File: src/rtl/ifu_fetch_ctrl.sv
// ifu_fetch_ctrl: instruction-fetch sequencer. Owns the fetch PC, indexes the
//   asynchronous-read IM, loads the IF/ID register, applies hazard stalls and
//   branch/jump redirects (one delay slot) and traps bad fetch addresses.
// Latency: the word at pc is on d_instr one edge later; stall freezes pc and IF/ID.
// Optional build: define IFU_PERF_CNT_EN to add fetch_cnt / stall_cnt outputs.
// Ports: clk, reset (sync, active-high), stall, redirect_valid/redirect_pc in;
//   im_addr out / im_rdata in (IM); pc, d_instr, d_pc, fault, fault_pc out.
module ifu_fetch_ctrl #(
  parameter logic [31:0] PC_RESET = 32'h0000_3000,
  parameter logic [31:0] IM_BASE  = 32'h0000_3000,
  parameter int          IM_WORDS = 4096,
  parameter int          AW       = 12
) (
  input  logic          clk,
  input  logic          reset,
  input  logic          stall,
  input  logic          redirect_valid,
  input  logic [31:0]   redirect_pc,
  output logic [AW-1:0] im_addr,
  input  logic [31:0]   im_rdata,
  output logic [31:0]   pc,
  output logic [31:0]   d_instr,
  output logic [31:0]   d_pc,
  output logic          fault,
`ifdef IFU_PERF_CNT_EN
  output logic [31:0]   fetch_cnt,
  output logic [31:0]   stall_cnt,
`endif
  output logic [31:0]   fault_pc
);

  typedef enum logic {S_RUN = 1'b0, S_FAULT = 1'b1} state_t;

  // Upper bound kept at 33 bits so a base near the top of the address space
  // cannot wrap the limit back to a small value.
  localparam logic [32:0] IM_LIMIT = {1'b0, IM_BASE} + 33'(4 * IM_WORDS);

  state_t      state, state_nxt;
  logic        bad;
  logic [31:0] pc_seq;

  assign bad     = (pc[1:0] != 2'b00) || (pc < IM_BASE) || ({1'b0, pc} >= IM_LIMIT);
  assign pc_seq  = pc + 32'd4;
  // Driven from the formula even for bad addresses; the data is then discarded.
  assign im_addr = AW'((pc - IM_BASE) >> 2);

  // State register
  always_ff @(posedge clk) begin
    if (reset) state <= S_RUN;
    else       state <= state_nxt;
  end

  // Next-state logic: a redirect always wins over the address trap.
  always_comb begin
    state_nxt = state;
    case (state)
      S_RUN:   if (!stall && !redirect_valid && bad) state_nxt = S_FAULT;
      S_FAULT: if (!stall && redirect_valid)         state_nxt = S_RUN;
      default: state_nxt = S_RUN;
    endcase
  end

  // Outputs
  always_comb begin
    fault = (state == S_FAULT);
  end

  // PC and IF/ID datapath
  always_ff @(posedge clk) begin
    if (reset) begin
      pc       <= PC_RESET;
      d_instr  <= '0;
      d_pc     <= PC_RESET;
      fault_pc <= '0;
    end else if (!stall) begin
      d_pc <= pc;
      if (state == S_RUN) begin
        if (redirect_valid) begin
          // Delay slot: issue the current word (nop if its address is bad).
          d_instr <= bad ? 32'd0 : im_rdata;
          pc      <= redirect_pc;
        end else if (bad) begin
          d_instr  <= '0;
          fault_pc <= pc;
        end else begin
          d_instr <= im_rdata;
          pc      <= pc_seq;
        end
      end else begin
        // Parked in FAULT: feed nops until a redirect points somewhere new.
        d_instr <= '0;
        if (redirect_valid) pc <= redirect_pc;
      end
    end
  end

`ifdef IFU_PERF_CNT_EN
  logic fetch_load;
  assign fetch_load = !stall && (state == S_RUN) && !bad;

  always_ff @(posedge clk) begin
    if (reset) begin
      fetch_cnt <= '0;
      stall_cnt <= '0;
    end else begin
      if (fetch_load) fetch_cnt <= fetch_cnt + 32'd1;
      if (stall)      stall_cnt <= stall_cnt + 32'd1;
    end
  end
`endif

endmodule

File: config.mk
export PLATFORM = sky130hd
export DESIGN_NAME = ifu_fetch_ctrl
export DESIGN_NICKNAME = d
export VERILOG_FILES = /design/src/rtl/ifu_fetch_ctrl.sv
export SDC_FILE = /design/constraint.sdc
export NUM_CORES = 1
export LEC_CHECK = 0
export CORE_UTILIZATION = 45
export CTS_BUF_LIST = sky130_fd_sc_hd__clkbuf_4 sky130_fd_sc_hd__clkbuf_8
export CTS_CLUSTER_DIAMETER = 30
export DETAILED_ROUTE_END_ITERATION = 8
export PLACE_DENSITY_LB_ADDON = 0.25
export SYNTH_ARGS = -nofsm -noshare
export SYNTH_HDL_FRONTEND = slang
export SYNTH_SLANG_ARGS = --single-unit
File: constraint.sdc
create_clock -name clk -period 2 [get_ports clk]
set_input_delay 0.6 -clock clk [delete_from_list [all_inputs] [get_ports clk]]
set_output_delay 0.6 -clock clk [all_outputs]
set_load 0.03 [all_outputs]
==> qor.yml, run 1 <==
status: "completed"
area_growth_syn_to_layout_pct: 51.0
cp_top_family: "flip-flops"
ys_types: 51
synth_area_leaders: "dfxtp_1 (49%), mux2i_1 (12%), nor2_1 (6.6%)"
antenna_left: 0
cts_tree: "done"
critPathLaunchType: "flop"
timing.final.crit_share_pct: 97.8
power.leakage_nw: 3.84
hold_path_depth: 2
syn_inst: 568
cts_buffers: 17
chipHeight_um: 111
drt-wirelength-per-cell_um: 16.4
layout.nets: 867
first_pass_iters: 5
max_stage_delay_ps: 490
cts-root-buf: "clkbuf_8"
grt_pass1_wl_mm: 25.4
final_cell_mix: "dlygate4sd2_1 (123), dfxtp_1 (122), nor2_1 (93)"
yosys.area_share.simple_pct: 17.3
synth-async-reset-ratio_pct: 0
core-area_um2: 11500
seq_area_frac_synth_pct: 48.7
initial_core_util_pct: 46.2
vdd_drop_max_uv: 492
critical-path-slowest-cell: "dfxtp_1"
arrival_ps: 1360
hp-class: "primary input to flop"
synth_edf_count: 0
rrSetupSlack_ps: 90
syn_avg_cell_area_um2: 9.34
synth_compound_area_share_pct: 15.2
yosys_warnings: 0
finalCriticalPeriod_ps: 1960
rsz0062_at_grt: "true"
cp_num_cells: 1
finalWorstSetupSlack_ps: 43.3
ff2ff_path_depth: 7
synth_nets: 639
ys_ff_latch: 129
antennaDiodeCount: 0
dp_worst_setup_slack_ps: -329
whs_ps: 449
fmax_mhz: 511
drt_iter0_drc: 321
tightest_slew_ps: 467
vias: 5091
dp_hpwl_mm: 11.3
drv_cap: 0
place_congestion: 0.931
grt_overflow: 0
mostFrequentLayoutCell: "dlygate4sd2_1"
gr-usage-all-layers_pct: 26.0
synth_top_family_by_area: "simple AND/OR/NAND/NOR gates"
setup_viol: 0
finalHoldViolCount: 0
antenna_found_initial: 0
synth_mux_area_share_pct: 11.7
routed_wl_mm: 15.6
fill_cells: 956
drc: 0
die_x_um: 111
synth_area_leader_cell: "dfxtp_1"
routed_via_density: 5.35
clock_path_buffers: 2
worst-path-buf-inv: 1
clk_pin_slew_ps: 70
dieArea_um2: 12200
numPortBuffers: 208
ctsHoldBuffers: 0
critPathKind: "flop to primary output"
crit_fanout: 6
grt_max_degree: 60
drive_gt1_share_pct: 17.2
synth_ff_type: "dfxtp_1"
cts.sinks: 129
fin_skew_ps: 14.3
htreeDepth: 4
power_mw: 5.99
synth_top_area_share_pct: 48.7
clk-insertion-delay-late_ps: 450
relSlewSlack_pct: 68.9
synth_adder_area_share_pct: 0.708
slew_violations: 0
rows: 39
postLayoutCoreUtil_pct: 69.8
syn_area_um2: 5300
grt_pass1_vias: 4979
synthXorXnorAreaFrac_pct: 0.165
tns_ps: 0
io_pins: 209
powerDensity_nw_per_um2: 748
crit_chain: "clkdlybuf4s15_1"
cp.required_ps: 1400
crit_path_end_kind: "primary output"
==> cell families after synthesis <==
| logic type | after synthesis |
|---|---|
| fa+ha+maj | 3 |
| flops | 129 |
| xor+xnor | 1 |
| mux | 62 |
| compound gates | 112 |
| buf+inv | 61 |
| simple gates | 200 |
==> state kept, by name, indices dropped and copies added (netlist names) <==
signal and count:
d_pc 32, fault_pc 32, pc 32, d_instr 32
fault 1
==> repair_timing <==
| action | 4_1_cts | 5_1_grt |
|---|---|---|
| setup buffers | 0 | 1 |
| resized for setup | 159 | 18 |
| setup endpoints to repair | 140 | 56 |
| pin swaps | 0 | 1 |
==> metrics by stage <==
| step | cells | area (µm²) |
|---|---|---|
| final | 952 | 8010 |
| after global routing | 952 | 8010 |
| after global placement | 919 | 7760 |
| after floorplan | 568 | 5310 |
| after detailed placement | 919 | 7760 |
| after CTS | 951 | 7970 |
==> cell type report <==
| cell class | instances | area [µm²] | share of cell area (%) |
|---|---|---|---|
| multi-input combinational | 378 | 2420 | 30.2 |
| clock buffer | 27 | 334 | 4.17 |
| timing repair buffer | 262 | 2430 | 30.3 |
| inverter | 8 | 30.0 | 0.375 |
| clock inverter | 5 | 27.5 | 0.344 |
| tap | 143 | 179 | 2.23 |
| sequential | 129 | 2590 | 32.4 |
==> power breakdown <==
| group | internal (mW) | switching, mW | leakage [nW] |
|---|---|---|---|
| clock network | 1.06 | 0.957 | 0.194 |
| registers | 2.67 | 0.0957 | 1.05 |
| logic | 0.517 | 0.686 | 2.60 |
==> worst paths after layout <==
path | start | end
min | reset | pc[31]
max reg2reg | pc[12] | fault_pc[12]
max | pc[18] | pc[18]
min reg2reg | fault_pc[28] | fault_pc[28]
==> synth_stat cells, drive strengths merged, types with 2 or more instances <==
cell    count
a211oi      2
a21oi      29
a22o        6
a22oi      33
a311oi      3
a31oi       3
and3        4
buf        31
clkbuf     22
dfxtp     129
ha          3
inv         8
mux2i      62
nand2      49
nand3      13
nand4       6
nor2      102
nor3        8
nor4        6
o21a        2
o21ai      17
o22ai       2
o31ai       5
o32ai       3
o41ai       3
or2         2
or3         3
==> layer usage <==
| layer | wire (µm) | GRT usage [%] | vias to the layer above |
|---|---|---|---|
| met2 | 7370 | 42.7 | 219 |
| met3 | 1140 | 7.52 | 29 |
| met1 | 6790 | 31.9 | 2396 |
| met5 | 0 | 0 | - |
| met4 | 348 | 10.8 | 0 |
| li1 | - | - | 2447 |
Power figures use the tool's default switching activity.
==> inputs of run 2 (changes only) <==
- CTS_CLUSTER_SIZE: default -> 25
- SKIP_CTS_REPAIR_TIMING: default -> 1
==> qor.yml, run 2 (synthesized netlist as in run 1, its figures left out) <==
fmax_mhz: 513  # +0.32%
critPathLaunchType: "flop"
fill_cells: 809  # -15%
chipHeight_um: 111  # unchanged
drv_cap: 0  # unchanged
antenna_found_initial: 0  # unchanged
clk_pin_slew_ps: 80  # about the same
clk-insertion-delay-late_ps: 450  # about the same
cts_buffers: 17  # unchanged
grt_max_degree: 60  # unchanged
cts_tree: "done"
area_growth_syn_to_layout_pct: 60.4
timing.final.crit_share_pct: 97.5  # -0.32 points
cts-root-buf: "clkbuf_8"
arrival_ps: 2270  # +910 ps
numPortBuffers: 208  # unchanged
finalCriticalPeriod_ps: 1950  # -6.31 ps
dieArea_um2: 12200  # unchanged
drc: 0  # unchanged
routed_wl_mm: 16.3  # +4.4%
relSlewSlack_pct: 68.3  # -0.61 points
power_mw: 6.05  # +0.95%
gr-usage-all-layers_pct: 25.8  # -0.17 points
p_sw_mw: 1.74  # +0.18%
vdd_drop_max_uv: 495  # +0.50%
critPathKind: "flop to flop"
worstHoldStart: "reset"
whs_ps: 453  # +3.50 ps
rrSetupSlack_ps: 50  # -40 ps
power.leakage_nw: 5.71  # +49%
cts.sinks: 129  # unchanged
slew_violations: 0  # unchanged
antennaDiodeCount: 0  # unchanged
powerDensity_nw_per_um2: 711  # -4.9%
grt_pass1_wl_mm: 25.2  # -0.65%
drt_iter0_drc: 324  # +0.93%
fin_skew_ps: 14.0  # -0.218 ps
vias: 5131  # +0.79%
hp-class: "primary input to flop"
drive_gt1_share_pct: 16.1  # -1.1 points
crit-reg2reg-launch: "pc[12]"
dp_hpwl_mm: 11.3  # unchanged
seqPwrFrac_pct: 45.8  # -0.4 points
worstSetupStartpoint: "pc[12]"
drt-wirelength-per-cell_um: 17.2  # +4.4%
swShare_pct: 28.8  # -0.22 points
mostFrequentLayoutCell: "dlymetal6s2s_1"
clock_path_buffers: 2  # unchanged
ff2ff_path_depth: 7  # unchanged
cp.required_ps: 2320  # +920 ps
die_x_um: 111  # unchanged
routed_via_density: 5.39  # +0.79%
setup_viol: 0  # unchanged
htreeDepth: 4  # unchanged
antenna_left: 0  # unchanged
internal_power_mw: 4.31  # +1.3%
crit_path_end_kind: "flop"
place_congestion: 0.931  # unchanged
crit_fanout: 17  # +11
rows: 39  # unchanged
layout.nets: 867  # unchanged
io_pins: 209  # unchanged
grt_pass1_vias: 4970  # -0.18%
final_cell_mix: "dlymetal6s2s_1 (139), dfxtp_1 (122), nor2_1 (93)"
status: "completed"
p_clk_share_pct: 33.4  # -0.3 points
tightest_slew_ps: 476  # +9.16 ps
p_comb_share_pct: 20.9  # +0.8 points
initial_core_util_pct: 46.2  # unchanged
crit_path_end: "fault_pc[16]"
core-area_um2: 11500  # unchanged
first_pass_iters: 5  # unchanged
rr_endpoint: "fault_pc[16]"
grt_overflow: 0  # unchanged
finalHoldViolCount: 0  # unchanged
[run 2: worst max-delay path, cell delays in order (launching register included)]
cell and delay [ps]:
dfxtp_2 340, ha_1 230, xor2_1 190, nand4_2 230, o21ai_4 310, buf_12 210
mux2i_1 230, nor2_1 70
[run 2: cell type report]
cell class | instances | area, µm² | share of cell area [%]
flip-flops and latches | 129 | 2590 | 30.5
clock buffers | 27 | 334 | 3.93
inverters | 8 | 30.0 | 0.353
clock inverters | 5 | 27.5 | 0.324
well taps | 143 | 179 | 2.10
repair buffers | 262 | 2920 | 34.4
multi-input cells | 378 | 2420 | 28.5
[run 2: worst min-delay path by stage]
| stage | endpoint | depth (start not counted) |
|---|---|---|
| after global routing | fault | 2 |
| after floorplan | fault_pc[28] | 2 |
| after detailed placement | fault_pc[28] | 2 |
| after global placement | fault_pc[28] | 2 |
| after CTS | pc[31] | 2 |
| final | fault | 2 |
[run 2: metal layers]
| layer | global-route usage [%] | wire length [µm] | part of all wire, % | up-vias |
|---|---|---|---|---|
| met4 | 10.8 | 331 | 2.0 | 0 |
| met2 | 42.1 | 7970 | 49 | 227 |
| met5 | 0 | 0 | 0 | - |
| li1 | - | - | - | 2451 |
| met1 | 31.9 | 6840 | 42 | 2426 |
| met3 | 7.52 | 1190 | 7.3 | 27 |
[run 2: per-stage QoR]
stage	std cells	utilization, %	setup WS [ps]	setup TNS (ps)	cell area, µm²
final	952	74.2	49.6	0	8510
after global routing	952	74.2	-29.4	-29.4	8510
after CTS	951	70.8	-358	-18200	8120
after detailed placement	919	67.6	-329	-15340	7760
after global placement	919	67.6	-294	-13460	7760
after floorplan	568	-	9.52	0	5310
[run 2: power by group through the flow]
stage          Combinational [mW]  Clock [mW]  Sequential, mW
2_1_floorplan               0.512           0            3.01
3_3_place_gp                 1.25           0            2.82
3_5_place_dp                 1.27           0            2.82
4_1_cts                      1.28        2.07            2.77
5_1_grt                      1.34        2.19            2.78
6_report                     1.26        2.02            2.77
